### config.mk
export PLATFORM = sky130hd
export DESIGN_NAME = ldpc_c2r_sequencer
export DESIGN_NICKNAME = d
export VERILOG_FILES = /design/src/rtl/ldpc_pkg.sv /design/src/rtl/ldpc_credit_counter.sv /design/src/rtl/ldpc_c2r_sequencer.sv
export SDC_FILE = /design/constraint.sdc
export NUM_CORES = 1
export LEC_CHECK = 0
export ABC_AREA = 1
export CAP_MARGIN = 40
export CORE_MARGIN = 4
export CORE_UTILIZATION = 63
export CTS_CLUSTER_SIZE = 8
export DETAILED_ROUTE_END_ITERATION = 10
export GPL_ROUTABILITY_DRIVEN = 0
export PLACE_DENSITY = 0.94
export SLEW_MARGIN = 20
export SYNTH_ARGS = -nofsm -noshare
export SYNTH_HDL_FRONTEND = slang
export SYNTH_SLANG_ARGS = --single-unit
### constraint.sdc
create_clock -name i_clock -period 5.26 [get_ports i_clock]
set_clock_uncertainty 0.05 [all_clocks]
set_input_delay 1.052 -clock i_clock [delete_from_list [all_inputs] [get_ports i_clock]]
set_output_delay 1.052 -clock i_clock [all_outputs]
set_load 0.01 [all_outputs]
### src/rtl/ldpc_pkg.sv
// ldpc_pkg: shared types and constants for the column-to-row sequencer.
//   state_t            - sequencer FSM states
//   COL_W              - width of the column-beat count
//   DEFAULT_FIFO_DEPTH - default number of downstream row-FIFO entries
package ldpc_pkg;

    localparam int COL_W              = 6;
    localparam int DEFAULT_FIFO_DEPTH = 16;

    typedef enum logic [1:0] {
        ST_IDLE  = 2'd0,
        ST_RUN   = 2'd1,
        ST_DRAIN = 2'd2,
        ST_DONE  = 2'd3
    } state_t;

endpackage

### src/rtl/ldpc_credit_counter.sv
// ldpc_credit_counter: saturating up/down counter with misuse flag.
//   clk, rst_n : clock and asynchronous active-low reset (loads RESET_VAL)
//   inc, dec   : step requests; both together leave the count unchanged
//   clear      : synchronous load of zero, overrides inc/dec
//   count      : current registered count
//   err        : single-cycle flag: inc at MAX_VAL or dec at zero (count holds)
module ldpc_credit_counter #(
    parameter int WIDTH     = 6,
    parameter int MAX_VAL   = 63,
    parameter int RESET_VAL = 0
) (
    input  logic             clk,
    input  logic             rst_n,
    input  logic             inc,
    input  logic             dec,
    input  logic             clear,
    output logic [WIDTH-1:0] count,
    output logic             err
);

    localparam logic [WIDTH-1:0] MAX_V   = WIDTH'(MAX_VAL);
    localparam logic [WIDTH-1:0] RESET_V = WIDTH'(RESET_VAL);
    localparam logic [WIDTH-1:0] ZERO_V  = {WIDTH{1'b0}};
    localparam logic [WIDTH-1:0] ONE_V   = WIDTH'(1);

    logic [WIDTH-1:0] count_r;
    logic [WIDTH-1:0] count_next_s;
    logic             err_s;

    // Next count with saturation at both ends; a blocked step raises err_s.
    always_comb begin
        count_next_s = count_r;
        err_s        = 1'b0;
        if (inc && !dec) begin
            if (count_r == MAX_V) begin
                err_s = 1'b1;
            end else begin
                count_next_s = count_r + ONE_V;
            end
        end else if (dec && !inc) begin
            if (count_r == ZERO_V) begin
                err_s = 1'b1;
            end else begin
                count_next_s = count_r - ONE_V;
            end
        end else begin
            count_next_s = count_r;
        end
    end

    // Count register; clear wins over any step in the same cycle.
    always_ff @(posedge clk or negedge rst_n) begin
        if (!rst_n) begin
            count_r <= RESET_V;
        end else if (clear) begin
            count_r <= ZERO_V;
        end else begin
            count_r <= count_next_s;
        end
    end

    assign count = count_r;
    assign err   = err_s;

endmodule

### src/rtl/ldpc_c2r_sequencer.sv
// ldpc_c2r_sequencer: launches the column beats of one LDPC code block into
// the column-to-row datapath under downstream FIFO credit control, then waits
// for the datapath to drain.
//   i_clock, i_reset : clock, asynchronous active-low reset
//   i_start          : begin one block (accepted only in IDLE)
//   i_num_cols       : column beats in the block, sampled with i_start
//   i_col_valid      : upstream column word present
//   o_col_ready      : upstream ready (RUN with credits left)
//   o_dp_valid       : launch strobe into the datapath
//   o_dp_first/last  : first / last launch of the block
//   i_dp_valid       : one row beat returned by the datapath
//   i_fifo_pop       : downstream FIFO freed one entry
//   o_busy           : not IDLE
//   o_done           : one-cycle block-complete pulse
//   o_error          : sticky fault flag, cleared by an accepted i_start
module ldpc_c2r_sequencer
    import ldpc_pkg::*;
#(
    parameter int FIFO_DEPTH    = DEFAULT_FIFO_DEPTH,
    parameter int DRAIN_TIMEOUT = 32
) (
    input  logic             i_clock,
    input  logic             i_reset,
    input  logic             i_start,
    input  logic [COL_W-1:0] i_num_cols,
    input  logic             i_col_valid,
    output logic             o_col_ready,
    output logic             o_dp_valid,
    output logic             o_dp_first,
    output logic             o_dp_last,
    input  logic             i_dp_valid,
    input  logic             i_fifo_pop,
    output logic             o_busy,
    output logic             o_done,
    output logic             o_error
);

    localparam int                 DRAIN_W    = $clog2(DRAIN_TIMEOUT + 1);
    localparam logic [DRAIN_W-1:0] DRAIN_LAST = DRAIN_W'(DRAIN_TIMEOUT - 1);
    localparam logic [DRAIN_W-1:0] DRAIN_ZERO = {DRAIN_W{1'b0}};
    localparam logic [DRAIN_W-1:0] DRAIN_ONE  = DRAIN_W'(1);
    localparam logic [COL_W-1:0]   COL_ZERO   = {COL_W{1'b0}};
    localparam logic [COL_W-1:0]   COL_ONE    = COL_W'(1);

    state_t             state_r;
    logic [COL_W-1:0]   count_r;
    logic [COL_W-1:0]   launched_r;
    logic [DRAIN_W-1:0] drain_cnt_r;
    logic               error_r;
    logic               done_r;
    logic               busy_r;

    logic [COL_W-1:0]   credits_s;
    logic [COL_W-1:0]   outstanding_s;
    logic               credit_err_s;
    logic               outst_err_s;
    logic               col_ready_s;
    logic               launch_s;
    logic               first_s;
    logic               last_s;
    logic               start_acc_s;
    logic               drain_empty_s;
    logic               timeout_s;
    logic               error_set_s;

    // Ready comes only from registers, so it is low throughout reset.
    assign col_ready_s = (state_r == ST_RUN) && (credits_s != COL_ZERO);
    assign launch_s    = i_col_valid && col_ready_s;
    assign first_s     = (launched_r == COL_ZERO);
    assign last_s      = (launched_r == (count_r - COL_ONE));
    assign start_acc_s = (state_r == ST_IDLE) && i_start;

    // No launches happen in DRAIN, so the next outstanding value is zero when
    // nothing is in flight or the final beat returns this cycle.
    assign drain_empty_s = (outstanding_s == COL_ZERO) ||
                           ((outstanding_s == COL_ONE) && i_dp_valid);
    assign timeout_s     = (state_r == ST_DRAIN) && !drain_empty_s &&
                           (drain_cnt_r == DRAIN_LAST);
    assign error_set_s   = credit_err_s || outst_err_s || timeout_s;

    // Free downstream FIFO entries; persists across blocks.
    ldpc_credit_counter #(
        .WIDTH     (COL_W),
        .MAX_VAL   (FIFO_DEPTH),
        .RESET_VAL (FIFO_DEPTH)
    ) u_credits (
        .clk   (i_clock),
        .rst_n (i_reset),
        .inc   (i_fifo_pop),
        .dec   (launch_s),
        .clear (1'b0),
        .count (credits_s),
        .err   (credit_err_s)
    );

    // Launches still owed a row beat by the datapath; dropped on timeout.
    ldpc_credit_counter #(
        .WIDTH     (COL_W),
        .MAX_VAL   ((1 << COL_W) - 1),
        .RESET_VAL (0)
    ) u_outstanding (
        .clk   (i_clock),
        .rst_n (i_reset),
        .inc   (launch_s),
        .dec   (i_dp_valid),
        .clear (timeout_s),
        .count (outstanding_s),
        .err   (outst_err_s)
    );

    // Sequencer FSM with registered busy/done/error.
    always_ff @(posedge i_clock or negedge i_reset) begin
        if (!i_reset) begin
            state_r     <= ST_IDLE;
            count_r     <= COL_ZERO;
            launched_r  <= COL_ZERO;
            drain_cnt_r <= DRAIN_ZERO;
            error_r     <= 1'b0;
            done_r      <= 1'b0;
            busy_r      <= 1'b0;
        end else begin
            // A fault in the same cycle as a start still gets recorded.
            error_r <= error_set_s || (error_r && !start_acc_s);
            case (state_r)
                ST_IDLE: begin
                    done_r <= 1'b0;
                    if (i_start) begin
                        count_r    <= i_num_cols;
                        launched_r <= COL_ZERO;
                        busy_r     <= 1'b1;
                        if (i_num_cols != COL_ZERO) begin
                            state_r <= ST_RUN;
                        end else begin
                            state_r <= ST_DONE;
                            done_r  <= 1'b1;
                        end
                    end else begin
                        busy_r <= 1'b0;
                    end
                end
                ST_RUN: begin
                    if (launch_s) begin
                        launched_r <= launched_r + COL_ONE;
                        if (last_s) begin
                            state_r     <= ST_DRAIN;
                            drain_cnt_r <= DRAIN_ZERO;
                        end
                    end
                end
                ST_DRAIN: begin
                    if (drain_empty_s) begin
                        state_r <= ST_DONE;
                        done_r  <= 1'b1;
                    end else if (timeout_s) begin
                        state_r <= ST_IDLE;
                        busy_r  <= 1'b0;
                    end else begin
                        drain_cnt_r <= drain_cnt_r + DRAIN_ONE;
                    end
                end
                ST_DONE: begin
                    state_r <= ST_IDLE;
                    done_r  <= 1'b0;
                    busy_r  <= 1'b0;
                end
                default: begin
                    state_r <= ST_IDLE;
                    done_r  <= 1'b0;
                    busy_r  <= 1'b0;
                end
            endcase
        end
    end

    assign o_col_ready = col_ready_s;
    assign o_dp_valid  = launch_s;
    assign o_dp_first  = launch_s && first_s;
    assign o_dp_last   = launch_s && last_s;
    assign o_busy      = busy_r;
    assign o_done      = done_r;
    assign o_error     = error_r;

endmodule

# [Word level (Yosys, flattened, before mapping)]
# Cells that the tools add are included.
[word_totals] register_bits=35 out_inout_bits=7 word_cells=117
[classes] addsub=7 n_eq_ne=20 mux=40 reduce_logical=41
[ops] op="$mux W6" n=15
[ops] op="$add A6 B1 Y6 const B" n=4
[ops] op="$pmux W6 S2" n=2
[ops] op="$logic_not A6 Y1" n=3
[ops] op="$sub A6 B1 Y6 const B" n=3
[ops] op="$ne A2 B2 Y1 const B" n=8
[ops] op="$mux W1" n=14
[ops] op="$logic_and A1 B1 Y1" n=13
[ops] op="$eq A6 B5 Y1 const B" n=2
[ops] op="$mux W2" n=6
[ops] op="$reduce_and A3 Y1" n=4
[ops] op="$reduce_bool A6 Y1" n=2
[ops] op="$pmux W2 S4" n=1
[ops] op="$eq A6 B1 Y1 const B" n=1
[ops] op="$eq A6 B6 Y1" n=1
[ops] op="$eq A6 B6 Y1 const B" n=1
[ops] op="$ne A3 B3 Y1 const B" n=2
[ops] op="$pmux W1 S3" n=2
[ops] op="$reduce_bool A2 Y1" n=3
[ops] op="$reduce_bool A3 Y1" n=2
[ops] op="$logic_not A1 Y1" n=5
[ops] op="$reduce_and A5 Y1" n=1
[ops] op="$eq A2 B2 Y1 const B" n=2
[ops] op="$logic_or A1 B1 Y1" n=4
[ops] op="6 further kinds" n=7

# [Logic depth before layout (Yosys ltp)]
[depth] depth_word=10 ltp_mapped=15

# [Cells and area by module]
# Synthesis repeated with hierarchy kept, for this count alone.
[hier_totals] hier_cells=384 hier_area_um2=2601.2
[modules_own_cells] module="ldpc_c2r_sequencer" instances=1 cells_each=223 area_each_um2=1507.7
[modules_own_cells] module="ldpc_credit_counter at u_outstanding" instances=1 cells_each=81 area_each_um2=550.5
[modules_own_cells] module="ldpc_credit_counter at u_credits" instances=1 cells_each=80 area_each_um2=543.0

# [Least setup slack after synthesis]
# No wires, ideal clock.
[synth_path] kind="input to output" startpoint="input port i_dp_valid" endpoint="output port o_dp_last" arrival_time_ns=1.981 slack_ns=2.177 stages=7 path_buffers=0 cell_sequence="a21oi_1 > or2_1 > nand3_2 > nand2_2 > nor2_4 > nand2_2 > nor2_1"
[synth_rtl] item="start: declaration" line="ldpc_c2r_sequencer.sv:31" text="input logic i_dp_valid,"
[synth_rtl] item="end: declaration" line="ldpc_c2r_sequencer.sv:30" text="output logic o_dp_last,"

==> metrics.md <==
| Metric | Value |
|---|---|
| Hold path depth | 2 |
| WL/cell | 13.1 um |
| Worst slew margin | 55.4% |
| CTS Buf Count | 5 |
| R2R Setup Slk | 2.50 ns |
| Worst Hold Launch | u_credits.count[5] |
| Most frequent cells in the layout | nand2_1, nand3_1, inv_1, nor2_1, dfrtp_1 |
| Syn avg cell area | 7.28 um2 |
| Vias | 2,306 |
| Number of synthesized flops with an enable pin | 0 |
| Hold endpoint | u_credits.count[5] |
| Initial Util | ~68% |
| Post-synth cell types | 34 |
| Max VDD drop | roughly 380 uV |
| MaxCap Viol Count | 0 |
| CP required | ~4.2 ns |
| Clock transition at the registers of the reported paths | 0.08 ns |
| Inserted Diodes | 0 |
| Die width | 71.6 um |
| Post-Route Setup TNS | 0 ns |
| Core Region | about 3800 um2 |
| Synth area leader | dfrtp_1 |
| All-layer global routing usage | 23.8% |
| Hold slack | 0.450 ns |
| Post-layout util | 76.0% |
| Die H | between 70 and 80 um |
| Crit Reg-Reg Startpoint | u_credits.count[1] |
| Design area | 2870 um2 |
| Initial antenna violation count | 0 |
| CTS tree | yes |
| Cells after Synth | 350 |
| Seq pwr share | 31.5% |
| Lkg Pwr | about 1.4 nW |
| DR vias/cell | 5.48 |
| RR Endpoint | u_credits.count[5] |
| Crit Path Max Fanout | 7 |
| Core Rows | 22 |
| NumNets Final | 397 |
| I/O Pins | 19 |
| Final Cycle Share | 80.0% |
| Dpl hpwl | 4.01 mm |
| CTS resizes | 0 |
| Reg2Reg Depth | 15 |
| CTS Hold Bufs | 0 |
| Final worst path period need | 4.21 ns |
| Post-synth top area share | 33.4% |
| Final Setup Violations | 0 |
| Post-CTS Setup Bufs | 0 |
| Asr flop ratio synth | 100% |
| Worst setup SP type | input pin |
| Status | completed |
| DRT Wirelength | 5.53 mm |
| Setup crit end kind | primary output |
| Count of buffers from port buffering | 18 |
| Top FF cell, synth | dfrtp_1 |
| Share of layout cells above drive strength 1 | under 10% |
| Total gr overflow | 0 |
| Crit Path Category | in2out |
| Synth Register Bits | 35 |
| DIE AREA | around 5100 um2 |
| # clock sinks | 35 |
| Cell internal pwr | 0.000840 W |
| Area delta synth->final | 12.5% |
| Power density cells | 560 nW/um2 |
| Register area share after synthesis | 34.4% |
| Syn Nets | roughly 380 |
| # DRC | 0 |
| H-tree depth | 2 |
| YS warnings | 0 |
| FMAX | 238 MHz |
| Vias in the first global route | 2,289 |
| Worst hold path type | reg2reg |
| Longest Clk Path Bufs | 2 |
| Clk_lat worst skew | ~0.3 ns |
| Syn Std Cell Area | 2550 um2 |
| Worst EP arrival | just over 3 ns |
| Clock share of power | between 10% and 20% |
| Dpl cell area | 2770 um2 |
| 1st-pass router iterations | 4 |
| Largest net degree at the start of global routing | 36 |
| Net Sw Power | around 0.00076 W |
| Most common cell after layout, fill and taps aside | nand2_1 |
| Pins Over Slew Limit | 0 |
| DRT iter0 DRCs | 166 |
| Final hold violations | 0 |
| Routed Antenna Nets | 0 |
| Synth area leaders | dfrtp_1, nand2_1, nand3_1 |
| Slew @ Worst Pin | 0.669 ns |
| Switching Share | about 48% |
| Root buffer cell | clkbuf_8 |
| Comb power frac | 54.6% |
| Global-route wire length before repair | just under 10 mm |
| Unrepaired setup endpoints after global routing | false |
-- worst max-delay path by stage --
stage | slack (ns) | depth (start not counted) | end | from
after global placement | 1.12 | 9 | o_dp_last | i_dp_valid
after CTS | 1.05 | 9 | o_dp_last | i_dp_valid
after floorplan | 2.18 | 7 | o_dp_last | i_dp_valid
after global routing | 0.90 | 9 | o_dp_last | i_dp_valid
final | 1.05 | 9 | o_dp_last | i_dp_valid
after detailed placement | 1.05 | 9 | o_dp_last | i_dp_valid
-- worst max-delay path, cell delays in order --
cell and delay [ns]:
clkdlybuf4s50_1 0.51, a21oi_1 0.07, or2_1 0.26, nand3_2 0.17, nand2_2 0.09, nor2_4 0.17
nand2_2 0.13, nor2_1 0.11, clkdlybuf4s50_1 0.54
-- registers in the layout, summed over array words and instances (netlist names) --
register / count
launched_r: 6
u_outstanding.count: 6
drain_cnt_r: 6
o_done: 1
o_error: 1
o_busy: 1
state_r: 2
count_r: 6
u_credits.count: 6
-- kinds of logic after synthesis --
| group | Yosys count | synth area share (%) |
|---|---|---|
| AOI/OAI and AO/OA | 24 | 5.15 |
| xor gates and xnor gates | 19 | 6.53 |
| adders and majority gates | 13 | 6.68 |
| buffers and inverters | 43 | 6.92 |
| DFF | 35 | 34.4 |
| and+or+nand+nor | 216 | 40.3 |
-- layer usage --
metal	share of wire, %	wire length (um)	global-route usage (%)
met1	43	2380	28.9
met2	50	2760	40.6
met3	5.0	278	5.33
met4	2.1	114	10.0
met5	0	0	0
-- cell usage after synthesis (2+ instances only) --
cell type	instances
nand2_1	107
nand3_1	39
inv_1	35
nor2_1	35
dfrtp_1	34
xor2_1	14
ha_1	12
a21oi_1	11
o21ai_0	11
nor3_1	5
xnor2_1	5
inv_2	4
nand4_1	4
nor2_4	4
nand2_2	3
nor4_1	3
buf_6	2
clkbuf_1	2
nand2_4	2
nand3_2	2
nor3b_1	2
or2_2	2
-- metrics by stage --
step,total power (W),std cells,setup slack [ns]
2_1_floorplan,0.00116,350,2.18
3_3_place_gp,0.00132,413,1.12
3_5_place_dp,0.00137,413,1.05
4_1_cts,0.00160,421,1.05
5_1_grt,0.00176,421,0.899
6_report,0.00160,421,1.05
-- cell type report --
class	instances	area [um2]
inverter	39	146
multi-input combinational	272	1500
clock buffer	8	100
fill	285	905
timing repair buffer	19	188
sequential	35	877
tap	48	60.1
-- power groups by stage --
stage,Sequential (W),Combinational [W],Clock [W]
after floorplan,0.000470,0.000690,0
after global placement,0.000501,0.000824,0
after detailed placement,0.000505,0.000864,0
after CTS,0.000502,0.000875,0.000222
after global routing,0.000520,0.00100,0.000236
final,0.000505,0.000876,0.000224
Note: power is estimated with default switching activity, not from simulation.
